<file path="src/rtl/seg7_scan_driver_if.sv">
// Bus bundle for seg7_scan_driver: digit select, load path and display drive.
// master = upstream controller, slave = display driver.
interface seg7_scan_driver_if;
  logic [1:0]  sel;
  logic [15:0] data_in;
  logic [3:0]  dp_in;
  logic        load;
  logic        pending;
  logic [3:0]  an;
  logic [6:0]  seg;
  logic        dp;

  modport master (
    output sel, data_in, dp_in, load,
    input  pending, an, seg, dp
  );

  modport slave (
    input  sel, data_in, dp_in, load,
    output pending, an, seg, dp
  );
endinterface

</file>
<file path="src/rtl/seg7_scan_driver.sv">
// 4-digit multiplexed common-anode 7-seg driver, frame-committed double buffer.
// SEG7_LZ_BLANK_EN: when defined, suppresses leading zeros on digits 3..1.
module seg7_scan_driver #(
  parameter int unsigned BLANK_CYCLES = 4
) (
  input  logic clk,
  input  logic rst,
  seg7_scan_driver_if.slave bus
);

  localparam logic [7:0] BLANK_INIT = 8'(BLANK_CYCLES);

  // {dp[3:0], hex[15:0]}
  logic [19:0] disp_reg;
  logic [19:0] disp_nxt;
  logic [19:0] pend_reg;
  logic        pend_flag;
  logic [1:0]  sel_q;
  logic [7:0]  blank_cnt;
  logic [7:0]  blank_nxt;
  logic        change;
  logic        boundary;
  logic [3:0]  nib;
  logic        lz;
  logic [3:0]  an_q;
  logic [3:0]  an_d;
  logic [6:0]  seg_q;
  logic [6:0]  seg_d;
  logic        dp_q;
  logic        dp_d;

  function automatic logic [6:0] hex7(input logic [3:0] h);
    case (h)
      4'h0: hex7 = 7'h3F;
      4'h1: hex7 = 7'h06;
      4'h2: hex7 = 7'h5B;
      4'h3: hex7 = 7'h4F;
      4'h4: hex7 = 7'h66;
      4'h5: hex7 = 7'h6D;
      4'h6: hex7 = 7'h7D;
      4'h7: hex7 = 7'h07;
      4'h8: hex7 = 7'h7F;
      4'h9: hex7 = 7'h6F;
      4'hA: hex7 = 7'h77;
      4'hB: hex7 = 7'h7C;
      4'hC: hex7 = 7'h39;
      4'hD: hex7 = 7'h5E;
      4'hE: hex7 = 7'h79;
      default: hex7 = 7'h71;
    endcase
  endfunction

  always_comb begin
    change   = bus.sel != sel_q;
    boundary = change && (sel_q == 2'd3) && (bus.sel == 2'd0);
    disp_nxt = (boundary && pend_flag) ? pend_reg : disp_reg;
  end

  always_comb begin
    blank_nxt = blank_cnt;
    if (change)
      blank_nxt = BLANK_INIT;
    else if (blank_cnt != 8'd0)
      blank_nxt = blank_cnt - 8'd1;
  end

  always_comb begin
    nib = disp_nxt[{bus.sel, 2'b00} +: 4];
`ifdef SEG7_LZ_BLANK_EN
    unique case (bus.sel)
      2'd3:    lz = disp_nxt[15:12] == 4'd0;
      2'd2:    lz = disp_nxt[15:8] == 8'd0;
      2'd1:    lz = disp_nxt[15:4] == 12'd0;
      default: lz = 1'b0;
    endcase
`else
    lz = 1'b0;
`endif
  end

  // Drive from the post-commit buffer so a held select never changes output.
  always_comb begin
    an_d  = 4'b1111;
    seg_d = 7'h7F;
    dp_d  = 1'b1;
    if (blank_nxt == 8'd0) begin
      an_d  = ~(4'b0001 << bus.sel);
      seg_d = lz ? 7'h7F : ~hex7(nib);
      dp_d  = ~disp_nxt[5'd16 + {3'd0, bus.sel}];
    end
  end

  always_ff @(posedge clk or posedge rst) begin
    if (rst) begin
      disp_reg  <= '0;
      pend_reg  <= '0;
      pend_flag <= 1'b0;
      sel_q     <= 2'd0;
      blank_cnt <= 8'd0;
      an_q      <= 4'b1111;
      seg_q     <= 7'h7F;
      dp_q      <= 1'b1;
    end else begin
      disp_reg  <= disp_nxt;
      sel_q     <= bus.sel;
      blank_cnt <= blank_nxt;
      an_q      <= an_d;
      seg_q     <= seg_d;
      dp_q      <= dp_d;
      if (bus.load) begin
        pend_reg  <= {bus.dp_in, bus.data_in};
        pend_flag <= 1'b1;
      end else if (boundary) begin
        pend_flag <= 1'b0;
      end
    end
  end

  assign bus.pending = pend_flag;
  assign bus.an      = an_q;
  assign bus.seg     = seg_q;
  assign bus.dp      = dp_q;

endmodule

</file>
<file path="src/flat_wrapper.sv">
// flat-port wrapper written by rule: the top's interface ports become plain ports
module seg7_scan_driver_flat 
#(
  parameter int unsigned BLANK_CYCLES = 4
)
  (clk, rst, bus_sel, bus_data_in, bus_dp_in, bus_load, bus_pending, bus_an, bus_seg, bus_dp);
  seg7_scan_driver_if bus_i ();
  input  logic clk;
  input  logic rst;
  input wire logic [$bits(bus_i.sel)-1:0] bus_sel;
  input wire logic [$bits(bus_i.data_in)-1:0] bus_data_in;
  input wire logic [$bits(bus_i.dp_in)-1:0] bus_dp_in;
  input wire logic [$bits(bus_i.load)-1:0] bus_load;
  output wire logic [$bits(bus_i.pending)-1:0] bus_pending;
  output wire logic [$bits(bus_i.an)-1:0] bus_an;
  output wire logic [$bits(bus_i.seg)-1:0] bus_seg;
  output wire logic [$bits(bus_i.dp)-1:0] bus_dp;
  assign bus_i.sel = bus_sel;
  assign bus_i.data_in = bus_data_in;
  assign bus_i.dp_in = bus_dp_in;
  assign bus_i.load = bus_load;
  assign bus_pending = bus_i.pending;
  assign bus_an = bus_i.an;
  assign bus_seg = bus_i.seg;
  assign bus_dp = bus_i.dp;
  seg7_scan_driver #(.BLANK_CYCLES(BLANK_CYCLES)) u_core (.clk(clk), .rst(rst), .bus(bus_i));
endmodule
</file>
<file path="config.mk">
export PLATFORM = sky130hd
export DESIGN_NAME = seg7_scan_driver_flat
export DESIGN_NICKNAME = d
export VERILOG_FILES = /design/src/rtl/seg7_scan_driver_if.sv /design/src/rtl/seg7_scan_driver.sv /design/src/flat_wrapper.sv
export SDC_FILE = /design/constraint.sdc
export NUM_CORES = 1
export LEC_CHECK = 0
export CORE_ASPECT_RATIO = 1.2
export CORE_UTILIZATION = 45
export DETAILED_ROUTE_END_ITERATION = 7
export GPL_ROUTABILITY_DRIVEN = 1
export PLACE_DENSITY = 0.65
export SLEW_MARGIN = 40
export SYNTH_ARGS = -nofsm -noshare
export SYNTH_HDL_FRONTEND = slang
export SYNTH_SLANG_ARGS = --single-unit
</file>
<file path="constraint.sdc">
create_clock -name clk -period 6.33 [get_ports clk]
set_clock_uncertainty 0.05 [all_clocks]
set_input_delay 0.9495 -clock clk [delete_from_list [all_inputs] [get_ports clk]]
set_output_delay 0.9495 -clock clk [all_outputs]
set_load 0.01 [all_outputs]
</file>
==> out/qor.yml <==
die:
  rows: 31
  fp.dieW_um: 75.78
  initial_core_util_pct: 47.66
  io_pins: 38
  die_area_um2: 6860
  design.core.area_um2: 6167
  die_h_um: 90.53
logic_synthesis:
  synth_nets: 269
  yosys_most_used_dff: "dfrtp_1"
  yosys_register_bits: 63
  synthTopCellsByArea: "dfrtp_1 43%, mux2_2 14%, dfstp_2 11%"
  synth.distinct_cells: 47
  netlist_area_um2: 2939
  ys_top_cells_by_count: "51 x dfrtp_1, 36 x mux2_2, 15 x nand2_1, 15 x nor2_1, 12 x dfstp_2"
  async_reset_ff_share_pct: 100.0
  yosysTopAreaCell: "dfrtp_1"
  yosysTopAreaCellShare_pct: 43.42
  synth_edf_count: 0
  synth_warnings: 0
  ys_seq_area_share_pct: 54.15
  synth.avg_cell_area_um2: 12.45
  yosysMostFrequentCell: "dfrtp_1"
  synth_cells: 236
global_route:
  grt_usage_pct: 16.95
  grt_first_pass_wirelength_mm: 8.638
  grt-ovfl-total: 0
  grt_max_degree: 64
  grt_pass1_vias: 1859
  antenna_found_initial: 0
power:
  power.density_nw_per_um2: 302.6
  leakagePower_nw: 1.481
  vdd_drop_max_mv: 0.1993
  power_w: 0.001092
critical_path:
  required_ps: 6540
  worstSetupPathType: "in2reg"
  worstPathArrival_ps: 3460
  cp-end-kind: "flop"
  cp-start-kind: "input pin"
  path_max_fanout: 12
drt:
  drt-total-wl_mm: 5.049
  remaining_drc_errors: 0
  drt_iter0_drc: 70
  avgViaCountPerCell: 5.189
  wl_per_cell_um: 13.83
  detail-route-antenna-nets: 0
  vias: 1894
  drtPass1Iterations: 4
clocking:
  postCtsResizedCells: 0
  cts_max_path_buffers: 2
  htree_levels: 3
  cts.hold.buffers_added: 0
  postCtsSetupBuffers: 0
  clock_latency_ps: 330
  cts_sinks: 63
  cts.clk_slew.worst_paths_ps: 60
  root_buffer: "clkbuf_8"
  cts_buffers: 9
  cts_tree: "built"
run:
  drv_cap: 0
finish:
  drive_gt1_share_pct: 28.27
  fin_util_pct: 58.49
  diodes: 0
  final_nets: 311
  area_delta_synth_final_pct: 22.73
sta:
  fin_crit_sh_pct: 51.37
  slew_viol_final: 0
  min_period_ps: 3252
  worstMarginPinSlew_ps: 742.8
  whs_ps: 453.5
  hold_viol: 0
  finalSetupViolations: 0
  relSlewSlack_pct: 50.48
  fin_tns_setup_ps: 0
  rsz0062_at_grt: "no"
  max_freq_mhz: 307.5
placed_design:
  gp_congestion: 0.8193
  hpwl_mm: 3.520
  port_buffers: 37
hold_path:
  hp-class: "reg2reg"
status:
  status: "complete, no violations"
-- final cells by class --
class	count	area, µm²
fillers	525	2560
clock buffers	12	165.2
inverters	7	26.28
repair buffers	39	384.1
flip-flops and latches	63	1592
clock inverters	4	52.55
well taps	82	102.6
multi-input cells	158	1285
-- layout by cell type (no fill, tap or decap), drive strengths merged, types with 4 or more instances in the layout --
| master | Yosys | routed |
|---|---|---|
| dfrtp | 51 | 51 |
| mux2 | 36 | 36 |
| clkdlybuf4s50 | 0 | 36 |
| nand2 | 16 | 16 |
| nor2 | 15 | 15 |
| clkbuf | 2 | 12 |
| dfstp | 12 | 12 |
| nand3 | 11 | 11 |
| ha | 8 | 8 |
| inv | 7 | 7 |
| o21ai | 7 | 7 |
| a21oi | 7 | 7 |
| mux2i | 5 | 5 |
| xnor2 | 5 | 5 |
| nor3 | 5 | 5 |
| o2bb2ai | 4 | 4 |
| o211ai | 4 | 4 |
| and3 | 4 | 4 |
-- cells by family (layout without fill, tap and decap cells) --
logic type               Yosys count  in the layout  synth area share (%)
XOR/XNOR                           8              8                 2.384
buffers and inverters             15             62                 2.256
multiplexers                      42             42                 16.26
AND/OR/NAND/NOR                   63             63                 11.32
flip-flops                        63             63                 54.15
adder cells (fa/ha/maj)            8              8                 3.406
AO/OA/AOI/OAI                     37             37                 10.22
-- where the power goes --
group	switching (W)	internal [W]
logic	0.000116	0.000113
clock network	0.000152	0.000214
registers	0.0000355	0.000461
total	0.000304	0.000788
-- path summary, 6_finish.rpt --
path                                            startpoint                              end  slack, ps  depth (start not counted)
hold reg to reg            u_core.pend_reg[12]$_DFFE_PP0P_  u_core.pend_reg[12]$_DFFE_PP0P_        450                          1
setup / recovery                                bus_sel[1]      u_core.bus.seg[3]$_DFF_PP1_       3080                          9
setup reg to reg             u_core.blank_cnt[0]$_DFF_PP0_      u_core.bus.seg[2]$_DFF_PP1_       3700                          7
min in group asynchronous                              rst    u_core.blank_cnt[3]$_DFF_PP0_       1000                          3
hold / removal             u_core.pend_reg[12]$_DFFE_PP0P_  u_core.pend_reg[12]$_DFFE_PP0P_        450                          1
max in group asynchronous                              rst    u_core.disp_reg[16]$_DFF_PP0_       4810                          3
-- metal layers --
metal  part of all wire, %  up-vias  track usage, %
met5                     0        -               0
met4                   1.9        0           9.414
met3                   3.1        7           3.460
met2                    49       40           24.78
met1                    46      915           23.09
li1                      -      932               -
-- critical path: stages --
cell,delay (ps)
clkdlybuf4s50_1,680
nor2_1,450
nand3_1,160
a31o_2,320
inv_1,110
ha_1,200
a21boi_0,350
nor3_1,100
o21ai_1,140
-- per-stage QoR --
stage / setup WS [ps] / area [µm²] / std cells
floorplan: 3667 / 2939 / 236
global placement: 2809 / 3387 / 349
detailed placement: 2769 / 3386 / 349
CTS: 3111 / 3603 / 365
global route: 2789 / 3607 / 365
finish: 3078 / 3607 / 365
Power figures use the tool's default switching activity.
